## config.mk

```make
export PLATFORM = sky130hd
export DESIGN_NAME = mem_access
export DESIGN_NICKNAME = d
export VERILOG_FILES = /design/src/rtl/mem_access.sv
export SDC_FILE = /design/constraint.sdc
export NUM_CORES = 1
export LEC_CHECK = 0
export BUFFER_PORTS_ARGS = -buffer_cell sky130_fd_sc_hd__buf_2
export CORE_MARGIN = 4
export CORE_UTILIZATION = 39
export CTS_CLUSTER_SIZE = 25
export DETAILED_ROUTE_END_ITERATION = 10
export GPL_TIMING_DRIVEN = 0
export PLACE_DENSITY = 0.75
export SLEW_MARGIN = 40
export SYNTH_ARGS = -nofsm -noshare
export SYNTH_HDL_FRONTEND = slang
export SYNTH_SLANG_ARGS = --single-unit
export TNS_END_PERCENT = 100
```

## constraint.sdc

```tcl
create_clock -name clk_i_MEM_ACC -period 2.55 [get_ports clk_i_MEM_ACC]
set_input_delay 0.255 -clock clk_i_MEM_ACC [delete_from_list [all_inputs] [get_ports clk_i_MEM_ACC]]
set_output_delay 0.255 -clock clk_i_MEM_ACC [all_outputs]
set_load 0.01 [all_outputs]
```

## src/rtl/mem_access.sv

```systemverilog
`default_nettype none
// ============================================================================
// Module   : mem_access
// Purpose  : Load/store stage between EXE_MEM and MEM_WB. ALU results pass
//            straight through; loads and stores run a req/ack transaction to
//            data memory while stalling the upstream pipeline, and load data
//            is lane-extracted and sign/zero-extended before reaching MEM_WB.
// Ports    :
//   clk_i_MEM_ACC / rst_i_MEM_ACC    stage clock, async active-low reset
//   Wt_Data/Addr/Enable_i_MEM_ACC    ALU result (effective address), rd, we
//   Mem_Rd/Wr/Funct3_i_MEM_ACC       load/store flags and access size/sign
//   St_Data_i_MEM_ACC                store data (rs2)
//   Dmem_*                           data-memory request/acknowledge bus
//   Wt_Data/Addr/Enable_o_MEM_ACC    result to MEM_WB
//   Stall_o_MEM_ACC                  hold PC, IF_ID, ID_EXE and EXE_MEM
//   Misalign_o_MEM_ACC               misaligned-access pulse
//   Bus_Err_o_MEM_ACC                ack-timeout pulse
// Revision : 1.0 - initial release
// ============================================================================
module mem_access #(
    parameter int TIMEOUT_CYC = 255
) (
    input  logic        clk_i_MEM_ACC,
    input  logic        rst_i_MEM_ACC,
    input  logic [31:0] Wt_Data_i_MEM_ACC,
    input  logic [4:0]  Wt_Addr_i_MEM_ACC,
    input  logic        Wt_Enable_i_MEM_ACC,
    input  logic        Mem_Rd_i_MEM_ACC,
    input  logic        Mem_Wr_i_MEM_ACC,
    input  logic [2:0]  Mem_Funct3_i_MEM_ACC,
    input  logic [31:0] St_Data_i_MEM_ACC,
    output logic        Dmem_Req_o,
    output logic        Dmem_We_o,
    output logic [31:0] Dmem_Addr_o,
    output logic [3:0]  Dmem_Be_o,
    output logic [31:0] Dmem_Wdata_o,
    input  logic [31:0] Dmem_Rdata_i,
    input  logic        Dmem_Ack_i,
    output logic [31:0] Wt_Data_o_MEM_ACC,
    output logic [4:0]  Wt_Addr_o_MEM_ACC,
    output logic        Wt_Enable_o_MEM_ACC,
    output logic        Stall_o_MEM_ACC,
    output logic        Misalign_o_MEM_ACC,
    output logic        Bus_Err_o_MEM_ACC
);

    localparam logic [1:0] c_ST_IDLE = 2'd0;
    localparam logic [1:0] c_ST_BUSY = 2'd1;
    localparam logic [1:0] c_ST_DONE = 2'd2;

    localparam logic [7:0] c_TIMEOUT = 8'(TIMEOUT_CYC);

    // ------------------------------------------------------------------
    // State and latched transaction
    // ------------------------------------------------------------------
    logic [1:0]  r_state;
    logic [7:0]  r_cnt;
    logic [31:0] r_addr;
    logic [2:0]  r_funct3;
    logic        r_we;
    logic [3:0]  r_be;
    logic [31:0] r_wdata;
    logic [4:0]  r_wt_addr;
    logic        r_wt_en;
    logic [31:0] r_ld_data;
    logic        r_bus_err;

    // ------------------------------------------------------------------
    // Request decode from the incoming instruction
    // ------------------------------------------------------------------
    logic        w_mem_op;
    logic        w_in_byte;
    logic        w_in_half;
    logic        w_misalign;
    logic        w_idle;
    logic        w_busy;
    logic        w_start;
    logic [3:0]  w_be;
    logic [31:0] w_wdata;

    assign w_mem_op  = Mem_Rd_i_MEM_ACC | Mem_Wr_i_MEM_ACC;
    // Funct3[1:0]: 00 byte, 01 half, anything else is treated as a word.
    assign w_in_byte = (Mem_Funct3_i_MEM_ACC[1:0] == 2'b00);
    assign w_in_half = (Mem_Funct3_i_MEM_ACC[1:0] == 2'b01);

    assign w_misalign = w_in_half ? Wt_Data_i_MEM_ACC[0]
                      : w_in_byte ? 1'b0
                      : (Wt_Data_i_MEM_ACC[1:0] != 2'b00);

    assign w_idle  = (r_state == c_ST_IDLE);
    assign w_busy  = (r_state == c_ST_BUSY);
    // Reset gating keeps the combinational stall/misalign paths quiet while
    // the stage is held in reset with a memory op sitting on its inputs.
    assign w_start = rst_i_MEM_ACC & w_idle & w_mem_op & ~w_misalign;

    always_comb begin
        w_be    = 4'b1111;
        w_wdata = St_Data_i_MEM_ACC;
        if (w_in_byte) begin
            w_be    = 4'b0001 << Wt_Data_i_MEM_ACC[1:0];
            w_wdata = {4{St_Data_i_MEM_ACC[7:0]}};
        end else if (w_in_half) begin
            w_be    = 4'b0011 << Wt_Data_i_MEM_ACC[1:0];
            w_wdata = {2{St_Data_i_MEM_ACC[15:0]}};
        end
    end

    // ------------------------------------------------------------------
    // Load data alignment and extension, using the latched access info
    // ------------------------------------------------------------------
    logic [31:0] w_rd_shift;
    logic [31:0] w_ld_data;

    assign w_rd_shift = Dmem_Rdata_i >> {r_addr[1:0], 3'b000};

    always_comb begin
        w_ld_data = Dmem_Rdata_i;
        case (r_funct3)
            3'b000:  w_ld_data = {{24{w_rd_shift[7]}},  w_rd_shift[7:0]};
            3'b001:  w_ld_data = {{16{w_rd_shift[15]}}, w_rd_shift[15:0]};
            3'b100:  w_ld_data = {24'd0, w_rd_shift[7:0]};
            3'b101:  w_ld_data = {16'd0, w_rd_shift[15:0]};
            default: w_ld_data = Dmem_Rdata_i;
        endcase
    end

    // ------------------------------------------------------------------
    // Timeout: the counter holds the number of BUSY cycles already spent
    // without an ack; reaching TIMEOUT_CYC ends the access with an error.
    // ------------------------------------------------------------------
    logic [7:0] w_cnt_next;
    logic       w_timeout;

    assign w_cnt_next = r_cnt + 8'd1;
    assign w_timeout  = (w_cnt_next == c_TIMEOUT);

    // ------------------------------------------------------------------
    // State machine
    // ------------------------------------------------------------------
    always_ff @(posedge clk_i_MEM_ACC or negedge rst_i_MEM_ACC) begin
        if (!rst_i_MEM_ACC) begin
            r_state   <= c_ST_IDLE;
            r_cnt     <= 8'd0;
            r_addr    <= 32'd0;
            r_funct3  <= 3'd0;
            r_we      <= 1'b0;
            r_be      <= 4'd0;
            r_wdata   <= 32'd0;
            r_wt_addr <= 5'd0;
            r_wt_en   <= 1'b0;
            r_ld_data <= 32'd0;
            r_bus_err <= 1'b0;
        end else begin
            case (r_state)
                c_ST_IDLE: begin
                    if (w_start) begin
                        r_addr    <= Wt_Data_i_MEM_ACC;
                        r_funct3  <= Mem_Funct3_i_MEM_ACC;
                        r_we      <= Mem_Wr_i_MEM_ACC;
                        r_be      <= w_be;
                        r_wdata   <= w_wdata;
                        r_wt_addr <= Wt_Addr_i_MEM_ACC;
                        r_wt_en   <= Wt_Enable_i_MEM_ACC;
                        r_cnt     <= 8'd0;
                        r_bus_err <= 1'b0;
                        r_state   <= c_ST_BUSY;
                    end
                end
                c_ST_BUSY: begin
                    r_cnt <= w_cnt_next;
                    // An ack arriving on the timeout cycle still completes.
                    if (Dmem_Ack_i) begin
                        r_ld_data <= w_ld_data;
                        r_state   <= c_ST_DONE;
                    end else if (w_timeout) begin
                        r_bus_err <= 1'b1;
                        r_state   <= c_ST_DONE;
                    end
                end
                c_ST_DONE: begin
                    r_bus_err <= 1'b0;
                    r_state   <= c_ST_IDLE;
                end
                default: begin
                    r_state <= c_ST_IDLE;
                end
            endcase
        end
    end

    // ------------------------------------------------------------------
    // Memory bus: driven only while the access is outstanding, so an
    // asynchronous reset drops the request without waiting for a clock.
    // ------------------------------------------------------------------
    assign Dmem_Req_o   = w_busy;
    assign Dmem_We_o    = w_busy & r_we;
    assign Dmem_Addr_o  = w_busy ? {r_addr[31:2], 2'b00} : 32'd0;
    assign Dmem_Be_o    = w_busy ? r_be : 4'd0;
    assign Dmem_Wdata_o = w_busy ? r_wdata : 32'd0;

    // ------------------------------------------------------------------
    // Pipeline-side outputs
    // ------------------------------------------------------------------
    assign Stall_o_MEM_ACC    = w_busy | w_start;
    assign Misalign_o_MEM_ACC = rst_i_MEM_ACC & w_idle & w_mem_op & w_misalign;
    assign Bus_Err_o_MEM_ACC  = (r_state == c_ST_DONE) & r_bus_err;

    always_comb begin
        Wt_Data_o_MEM_ACC   = 32'd0;
        Wt_Addr_o_MEM_ACC   = 5'd0;
        Wt_Enable_o_MEM_ACC = 1'b0;
        if (rst_i_MEM_ACC) begin
            case (r_state)
                c_ST_IDLE: begin
                    // Memory ops (aligned or not) present a bubble while in IDLE.
                    Wt_Data_o_MEM_ACC   = Wt_Data_i_MEM_ACC;
                    Wt_Addr_o_MEM_ACC   = Wt_Addr_i_MEM_ACC;
                    Wt_Enable_o_MEM_ACC = Wt_Enable_i_MEM_ACC & ~w_mem_op;
                end
                c_ST_BUSY: begin
                    Wt_Addr_o_MEM_ACC   = r_wt_addr;
                end
                c_ST_DONE: begin
                    Wt_Data_o_MEM_ACC   = r_ld_data;
                    Wt_Addr_o_MEM_ACC   = r_wt_addr;
                    Wt_Enable_o_MEM_ACC = r_wt_en & ~r_we & ~r_bus_err;
                end
                default: begin
                    Wt_Enable_o_MEM_ACC = 1'b0;
                end
            endcase
        end
    end

endmodule
`default_nettype wire

```

# After elaboration in Yosys (flattened, before gate mapping)
# Index checks and enable logic that the tools add are counted.
# classes
addsub	1
eq_ne	11
shift	3
muxes	26
n_bitwise	15
n_reduce_logical	12
# ops
op	n
32-bit 2-to-1 mux	5
32-bit case mux with 4 select lines	1
32-bit case mux with 2 select lines	1
32-bit by 5-bit >> shifter with 16-bit output	1
8-bit case mux with 2 select lines	1
4-bit 2-to-1 mux	3
5-bit case mux with 2 select lines	1
1-bit AND	9
8-bit by 1-bit adder with 8-bit output (second input constant)	1
8-bit == test (second input constant)	1
8-bit 2-to-1 mux	1
2-bit AND reduction	4
3-bit == test (second input constant)	2
1-bit 2-to-1 mux	6
2-bit 2-to-1 mux	3
5-bit 2-to-1 mux	1
2-bit by 1-bit == test with 1-bit output (second input constant)	2
2-bit logical NOT	2
2-bit by 1-bit != test with 1-bit output (second input constant)	2
1-bit inverter	4
2-bit case mux with 2 select lines	1
4-bit AND reduction	1
2-bit nonzero test	2
1-bit by 2-bit << shifter with 4-bit output (first input constant)	1
other kinds (11)	12
# word_totals
reg_bits	121
input_bits	110
out_inout_bits	111
word_cells	79

# Logic depth before layout (Yosys ltp)
# Gate-level depths: netlist of the first run.
# logic_depth
ltp_word	7
mapped_depth	9
depth_no_buf	6

# Least setup slack after synthesis of the first run
# OpenSTA, ideal clock, no wires.
# synth_timing
path_type	register to output
from	reg r_state[1]
to	out Dmem_Addr_o[2]
arrival_ns	1.614
t_required_ns	2.295
setup_slack_ns	0.681
path_stages_with_launch	7
n_path_buf	3
cell_sequence	dfrtp_1 inv_1 ha_1 buf_2 clkbuf_1 clkbuf_1 and2_1
# synth_between
elab_chain_len	2
# synth_lines
element	line_no	rtl
from (decl)	56	logic [1:0] r_state;
from (signal assigned)	142	r_state <= c_ST_IDLE;
from (signal assigned)	166	r_state <= c_ST_BUSY;
from (signal assigned)	174	r_state <= c_ST_DONE;
2-bit by 1-bit == test with 1-bit output	91	assign w_busy = (r_state == c_ST_BUSY);
via Dmem_Req_o	32	output logic Dmem_Req_o,
32-bit 2-to-1 mux	197	assign Dmem_Addr_o = w_busy ? {r_addr[31:2], 2'b00} : 32'd0;
to (decl)	34	output logic [31:0] Dmem_Addr_o,
# The timed path passes the listed nets, and every way through them passes these cells.

# Final worst setup path of the first run
# layout_timing
from	reg r_state[1]
to	out Wt_Data_o_MEM_ACC[7]
# layout_between
elab_chain_len	3
word_cells_on_any_way	4
classes_between	eq/ne: 1; mux: 2; reduce/logical: 1
# layout_lines
element	line_no	rtl
2-bit == test / 2-bit logical NOT (equally long branches)	213	case (r_state)
32-bit case mux with 2 select lines *	213	
32-bit 2-to-1 mux *	212	if (rst_i_MEM_ACC) begin
to (decl)	39	output logic [31:0] Wt_Data_o_MEM_ACC,
# Every way passes the cells marked *; elsewhere a longest branch is shown, timed or not.

==> flow_metrics.env, run 1 <==
export IMPL_worstRegToRegCells=8
export IMPL_cts_sinks=121
export IMPL_start_util=0.397
export IMPL_critPathCaptureType="output pin"
export IMPL_cts_tree="built"
export IMPL_timing_setup_tns_ps=0
export IMPL_dr_pass1_iters=5
export IMPL_ys_top_cells_by_area="dfrtp_1, mux2_2, and2_1, mux2i_1, a22o_1"
export IMPL_start_kind="register"
export IMPL_ys_async_sr_fraction=1.00
export IMPL_cts_clk_slew_worst_paths_ps=60
export IMPL_htreeDepth=4
export IMPL_dp_slack_ps=-306
export IMPL_grt_pass1_vias=6009
export IMPL_yosys_area_top_type="dfrtp_1"
export IMPL_placementRows=47
export IMPL_grt_first_pass_wirelength_um=33100
export IMPL_relSlewSlack=0.512
export IMPL_cp_depth=7
export IMPL_final_min_clock_period_ps=2420
export IMPL_syn_area_per_cell_sq_um=10.0
export IMPL_clk_latency_ps=430
export IMPL_path_cells="inv_1 > ha_1 > clkbuf_2 > and2_4 > buf_2 > a22o_1 > buf_2"
export IMPL_place_gp_congestion=0.947
export IMPL_synthFlopType="dfrtp_1"
export IMPL_worstSetupEndpoint="Wt_Data_o_MEM_ACC[7]"
export IMPL_power_uw=9840
export IMPL_vdd_ir_drop_max_v=0.000554
export IMPL_dieArea_sq_um=19000
export IMPL_critical_path_top_delay_family="buffers and inverters"
export IMPL_final_common_cell="buf_2"
export IMPL_reg2reg_from="r_state[1]"
export IMPL_cp_slowest_cell="dfrtp_1"
export IMPL_reg2reg_to="r_ld_data[23]"
export IMPL_fp_dieH_um=138
export IMPL_cellPowerDensity_nw_per_um2=1130
export IMPL_startpoint="r_state[1]"
export IMPL_root_buffer="clkbuf_16"
export IMPL_timing_fmax_mhz=414
export IMPL_viasPerCell=5.25
export IMPL_wl_um=20500
export IMPL_yosysTopAreaCellShare=0.459
export IMPL_critPathArrivalTime_ps=2160
export IMPL_globalRouteOverflowTotal=0
export IMPL_path_class="reg -> out"
export IMPL_ys_ff_latch=121
export IMPL_synth_edf_count=0
export IMPL_final_util=0.525
export IMPL_layout_common_cells="buf_2, dfrtp_1, and2_1"
export IMPL_hold_class="in -> reg"
export IMPL_p_leak_uw=0.00441
export IMPL_hold_viol=0
export IMPL_hpwlAfterDp_um=15500
export IMPL_antenna_found_initial=1
export IMPL_final_nets=1019
export IMPL_yosysUniqueCellTypes=53
export IMPL_slowest_delay_ps=410
export IMPL_wire_per_inst_um=18.1
export IMPL_slew_violations=0
export IMPL_rsz0062_at_grt="no"
export IMPL_status="finished, final reports clean"
export IMPL_cts_buffers=17
export IMPL_cpMostUsedCell="buf_2"
export IMPL_tightestPinTransition_ps=732
export IMPL_drc=0
export IMPL_core_sq_um=16600
export IMPL_syn_area_sq_um=6590
export IMPL_fp_dieW_um=138
export IMPL_fin_ws_ps=135
export IMPL_finClkSkew_ps=6.33
export IMPL_required_ps=2300
export IMPL_drt_iter0_markers=355
export IMPL_cts_max_path_buffers=2
export IMPL_grt_usage=0.217
export IMPL_hp_start="Wt_Data_i_MEM_ACC[18]"
export IMPL_vias=5933
export IMPL_rrSetupSlack_ps=240
export IMPL_io_pins=221
export IMPL_final_layout_size_suffix_gt1_frac=0.378
export IMPL_ant_nets=0
export IMPL_synth_seq_area_share=0.459
export IMPL_port_buffers=217
export IMPL_finalCritPeriodShare=0.947
export IMPL_nFillCells=1534
export IMPL_crit_path_max_fanout=10
export IMPL_maxCapViolCount=0
export IMPL_cp_num_buf_inv=4
export IMPL_grt_start_max_net_pins=67
export IMPL_netlist_instances=657
export IMPL_ys_warn_count=0
export IMPL_area_delta_synth_final_pct=32.0
export IMPL_finalSetupViolCount=0
==> routing by layer <==
| metal | track usage | wire length, um | up-vias |
|---|---|---|---|
| li1 | - | - | 2824 |
| met1 | 0.270 | 8590 | 2834 |
| met2 | 0.356 | 9840 | 240 |
| met3 | 0.0680 | 1650 | 33 |
| met4 | 0.0806 | 412 | 2 |
| met5 | 0 | 13 | - |
==> worst reg2reg max path: cells and delay by family, from the launching register on <==
| kind | cells | cell delay, ps |
|---|---|---|
| buf+inv | 4 | 990 |
| flops | 1 | 410 |
| compound gates | 1 | 360 |
| simple gates | 2 | 250 |
| fa+ha+maj | 1 | 230 |
==> power breakdown <==
part / switching, uW / total [uW] / internal (uW)
combinational: 2310 / 4180 / 1870
clock: 982 / 2340 / 1360
sequential: 495 / 3320 / 2830
total: 3780 / 9840 / 6050
==> state kept, by name (all words and copies together) (netlist names), 2 cells and up <==
name	cells
r_addr	32
r_state	2
r_cnt	8
r_ld_data	32
r_funct3	3
r_wdata	32
r_wt_addr	5
r_be	4
==> layout make-up <==
class	instances	area, sq um	share of cell area
clock inverters	15	145	0.0167
diodes	1	2.50	0.000288
multi-input cells	477	3320	0.381
clock buffers	17	425	0.0489
repair buffers	224	1230	0.142
inverters	8	30.0	0.00345
flip-flops and latches	121	3030	0.348
plain buffers	48	240	0.0276
well taps	220	275	0.0316
==> how the worst min path moves through the flow <==
stage                        endpoint  slack [ps]  depth (start not counted)
after floorplan             r_addr[0]         -40                          0
after global placement    r_wdata[27]         450                          2
after detailed placement   r_wdata[1]         250                          1
after CTS                 r_funct3[2]          50                          2
after global routing      r_funct3[2]          50                          2
final                      r_addr[18]          70                          2
==> Yosys cell counts, types with 2 or more instances <==
library cell / number
a22oi_1: 5
a22o_1: 33
nand3_1: 35
a211oi_1: 2
and2_1: 71
o22ai_1: 7
a21oi_1: 12
mux2i_1: 33
o21ai_0: 41
mux2_2: 50
nand4bb_1: 2
nor2b_1: 3
nand2b_1: 8
a2bb2oi_1: 7
buf_4: 3
o211ai_1: 2
clkbuf_1: 32
nand2_1: 66
nor2_1: 40
buf_2: 12
a221oi_1: 8
inv_1: 8
buf_1: 3
and3_1: 5
o2bb2ai_1: 8
nand3b_1: 3
ha_1: 12
dfrtp_1: 121
==> per-stage QoR <==
step	instance area, sq um	hold WS, ps	std cells
finish	8700	71.2	1131
global route	8700	55.0	1130
CTS	8680	50.8	1130
detailed placement	7990	246	1096
global placement	7960	454	1095
floorplan	6600	-40.6	658
==> repair_timing <==
| item | CTS | global route |
|---|---|---|
| endpoints found under the hold margin | 66 | 0 |
| buffers inserted | 1 | 0 |
| endpoints found under the setup margin | 98 | 50 |
| resized for setup | 13 | 16 |
| hold buffers | 5 | 0 |
==> cells by family (layout without fill, tap and decap cells) <==
logic type | after synthesis | count (layout) | share of synthesized area
and+or+nand+nor | 239 | 239 | 0.183
AOI/OAI and AO/OA | 139 | 139 | 0.154
DFF | 121 | 121 | 0.459
muxes | 84 | 84 | 0.139
buffers and inverters | 60 | 312 | 0.0395
adders and majority gates | 12 | 12 | 0.0228
other | 1 | 3 | 0.000569
xor gates and xnor gates | 1 | 1 | 0.00133
Note: power is estimated with default switching activity, not from simulation.
==> run 2, diff against run 1 <==
--- a/config.mk
+++ b/config.mk
@@ -5,6 +5,7 @@
 export SDC_FILE = /design/constraint.sdc
 export NUM_CORES = 1
 export LEC_CHECK = 0
+export ABC_AREA = 1
 export BUFFER_PORTS_ARGS = -buffer_cell sky130_fd_sc_hd__buf_2
 export CORE_MARGIN = 4
 export CORE_UTILIZATION = 39
==> run 2 against run 1 <==
Non-clock buffer count grew 14. First-iteration DRC count grew 26%. Sequential cell count is the same. Synthesized area grew 4.9%. Sequential share of layout area shrank 1.4 points. Synthesized cell count grew 47%. Combinational power grew 11%. Maximum frequency shrank 1.5%. Die area grew 4.6%. Critical path type unchanged. Critical endpoint is now Wt_Data_o_MEM_ACC[30].
==> flow_metrics.env, run 2 <==
export IMPL_worstRegToRegCells=9
export IMPL_htreeDepth=4
export IMPL_ys_warn_count=0
export IMPL_critPathArrivalTime_ps=2200
export IMPL_vias=7307
export IMPL_worst_hold_slack_ps=53.1
export IMPL_timing_setup_tns_ps=0
export IMPL_top_usage_layer="met2"
export IMPL_netlist_instances=965
export IMPL_slew_violations=0
export IMPL_final_layout_size_suffix_gt1_frac=0.251
export IMPL_ys_async_sr_fraction=1.00
export IMPL_io_pins=221
export IMPL_ys_top_cells_by_area="dfrtp_1, nand2_1, inv_1, o21ai_0, nand3_1"
export IMPL_area_delta_synth_final_pct=31.2
export IMPL_layout_common_cells="nand2_1, buf_2, inv_1"
export IMPL_cts_buffers=17
export IMPL_wl_um=23200
export IMPL_yosysUniqueCellTypes=34
export IMPL_finalCritPeriodShare=0.961
export IMPL_fp_dieW_um=141
export IMPL_status="finished, final reports clean"
export IMPL_syn_area_per_cell_sq_um=7.17
export IMPL_relSlewSlack=0.603
export IMPL_core_sq_um=17400
export IMPL_fp_dieH_um=141
export IMPL_clk_latency_ps=420
export IMPL_reg2reg_from="r_state[1]"
export IMPL_crit_path_max_fanout=10
export IMPL_vdd_ir_drop_max_v=0.000577
export IMPL_grt_use_met1=0.314
export IMPL_hp_start="Wt_Addr_i_MEM_ACC[1]"
export IMPL_critPathCaptureType="output pin"
export IMPL_synthFlopType="dfrtp_1"
export IMPL_start_kind="register"
export IMPL_finClkSkew_ps=7.35
export IMPL_synth_seq_area_share=0.438
export IMPL_final_min_clock_period_ps=2450
export IMPL_yosys_cell_count_top_type="nand2_1"
export IMPL_hold_class="in -> reg"
export IMPL_yosysTopAreaCellShare=0.438
export IMPL_required_ps=2300
export IMPL_drt_iter0_markers=449
export IMPL_final_nets=1332
export IMPL_yosys_area_top_type="dfrtp_1"
export IMPL_root_buffer="clkbuf_16"
export IMPL_final_common_cell="nand2_1"
export IMPL_viasPerCell=5.05
export IMPL_cts_tree="built"
export IMPL_start_util=0.398
export IMPL_cts_sinks=121
export IMPL_whs_endpoint="r_wt_addr[1]"
export IMPL_grt_util_met3=0.0461
export IMPL_cts_max_path_buffers=2
export IMPL_path_class="reg -> out"
export IMPL_ant_nets=0
export IMPL_reg_largest_list="r_addr x32, r_ld_data x32, r_wdata x32"
export IMPL_dr_pass1_iters=5
export IMPL_antenna_found_initial=2
export IMPL_grtUsageMet2=0.372
export IMPL_ys_ff_latch=121
export IMPL_synth_edf_count=0
export IMPL_wire_per_inst_um=16.0
export IMPL_grt_usage=0.235
export IMPL_dieArea_sq_um=19900
export IMPL_placementRows=48
export IMPL_hpwlAfterDp_um=17400
export IMPL_syn_area_sq_um=6920
export IMPL_hold_depth=3
export IMPL_maxCapViolCount=0
export IMPL_yosys_top_cells_count="nand2_1, inv_1, dfrtp_1, o21ai_0, nand3_1"
export IMPL_p_leak_uw=0.00522
export IMPL_grt_start_max_net_pins=71
export IMPL_cts_clk_slew_worst_paths_ps=50
export IMPL_timing_fmax_mhz=408
export IMPL_final_util=0.523
export IMPL_globalRouteOverflowTotal=0
export IMPL_cellPowerDensity_nw_per_um2=1160
export IMPL_finalSetupViolCount=0
export IMPL_reg2reg_to="r_ld_data[28]"
export IMPL_tightestPinTransition_ps=596
export IMPL_rsz0062_at_grt="yes"
export IMPL_grt_pass1_vias=7304
export IMPL_rrSetupSlack_ps=370
export IMPL_hold_viol=0
export IMPL_place_gp_congestion=0.935
export IMPL_grt_first_pass_wirelength_um=37300
export IMPL_port_buffers=217
export IMPL_drc=0
==> run 2: worst max-delay path by stage <==
stage | start | end | slack (ps)
2_1_floorplan | r_state[1] | Dmem_Wdata_o[21] | 670
3_5_place_dp | rst_i_MEM_ACC | Wt_Data_o_MEM_ACC[4] | -100
3_3_place_gp | rst_i_MEM_ACC | Wt_Data_o_MEM_ACC[28] | -1550
5_1_grt | r_state[1] | Stall_o_MEM_ACC | -10
4_1_cts | r_state[0] | Stall_o_MEM_ACC | 20
6_report | r_state[0] | Wt_Data_o_MEM_ACC[30] | 100
==> run 2: metrics by stage <==
| stage | power (uW) | instance area [sq um] | worst slack (ps) | instances |
|---|---|---|---|---|
| after floorplan | 6220 | 6920 | 669 | 966 |
| after global placement | 7750 | 8290 | -1550 | 1408 |
| after detailed placement | 7890 | 8320 | -97.0 | 1409 |
| after CTS | 10500 | 9060 | 16.3 | 1446 |
| after global routing | 11300 | 9070 | -12.5 | 1447 |
| final | 10500 | 9070 | 98.8 | 1447 |
==> run 2: where the power goes <==
group	total (uW)	internal, uW	switching, uW	leakage, uW
Sequential	3380	2860	523	0.00145
Clock	2490	1630	858	0.000295
Combinational	4620	1680	2940	0.00347
Total	10500	6170	4320	0.00522
==> run 2: cell type report <==
type	instances	area (sq um)
well taps	225	282
flip-flops and latches	121	3030
diodes	1	2.50
fillers	1690	8280
repair buffers	227	1260
plain buffers	59	332
clock buffers	23	488
inverters	161	607
clock inverters	7	116
multi-input cells	623	2960
==> run 2: what timing repair did <==
item	CTS	global route
setup endpoints to repair	44	25
gates resized for setup	9	3
pin swaps	1	0
hold endpoints to repair	51	0
buffers inserted	2	2
hold buffers	5	0
==> run 2: logic make-up (layout without fill, tap and decap cells) <==
family / count (synthesis) / after routing / synth area share
simple gates: 388 / 388 / 0.231
other cells: 1 / 3 / 0.000542
fa+ha+maj: 12 / 12 / 0.0217
compound gates: 221 / 221 / 0.174
buf+inv: 222 / 477 / 0.134
flops: 121 / 121 / 0.438
==> run 2: worst max-delay path: stages (launching register included) <==
cell	delay, ps
dfrtp_1	400
inv_2	70
ha_1	210
buf_6	130
nand2_4	110
clkbuf_1	490
o21ai_0	190
buf_2	180
==> run 2: layer usage <==
layer / share of wire / wire length, um / vias to the layer above
met5: 0.00056 / 13 / -
met4: 0.037 / 851 / 2
met3: 0.068 / 1570 / 64
met2: 0.46 / 10600 / 292
met1: 0.44 / 10100 / 3389
li1: - / - / 3560
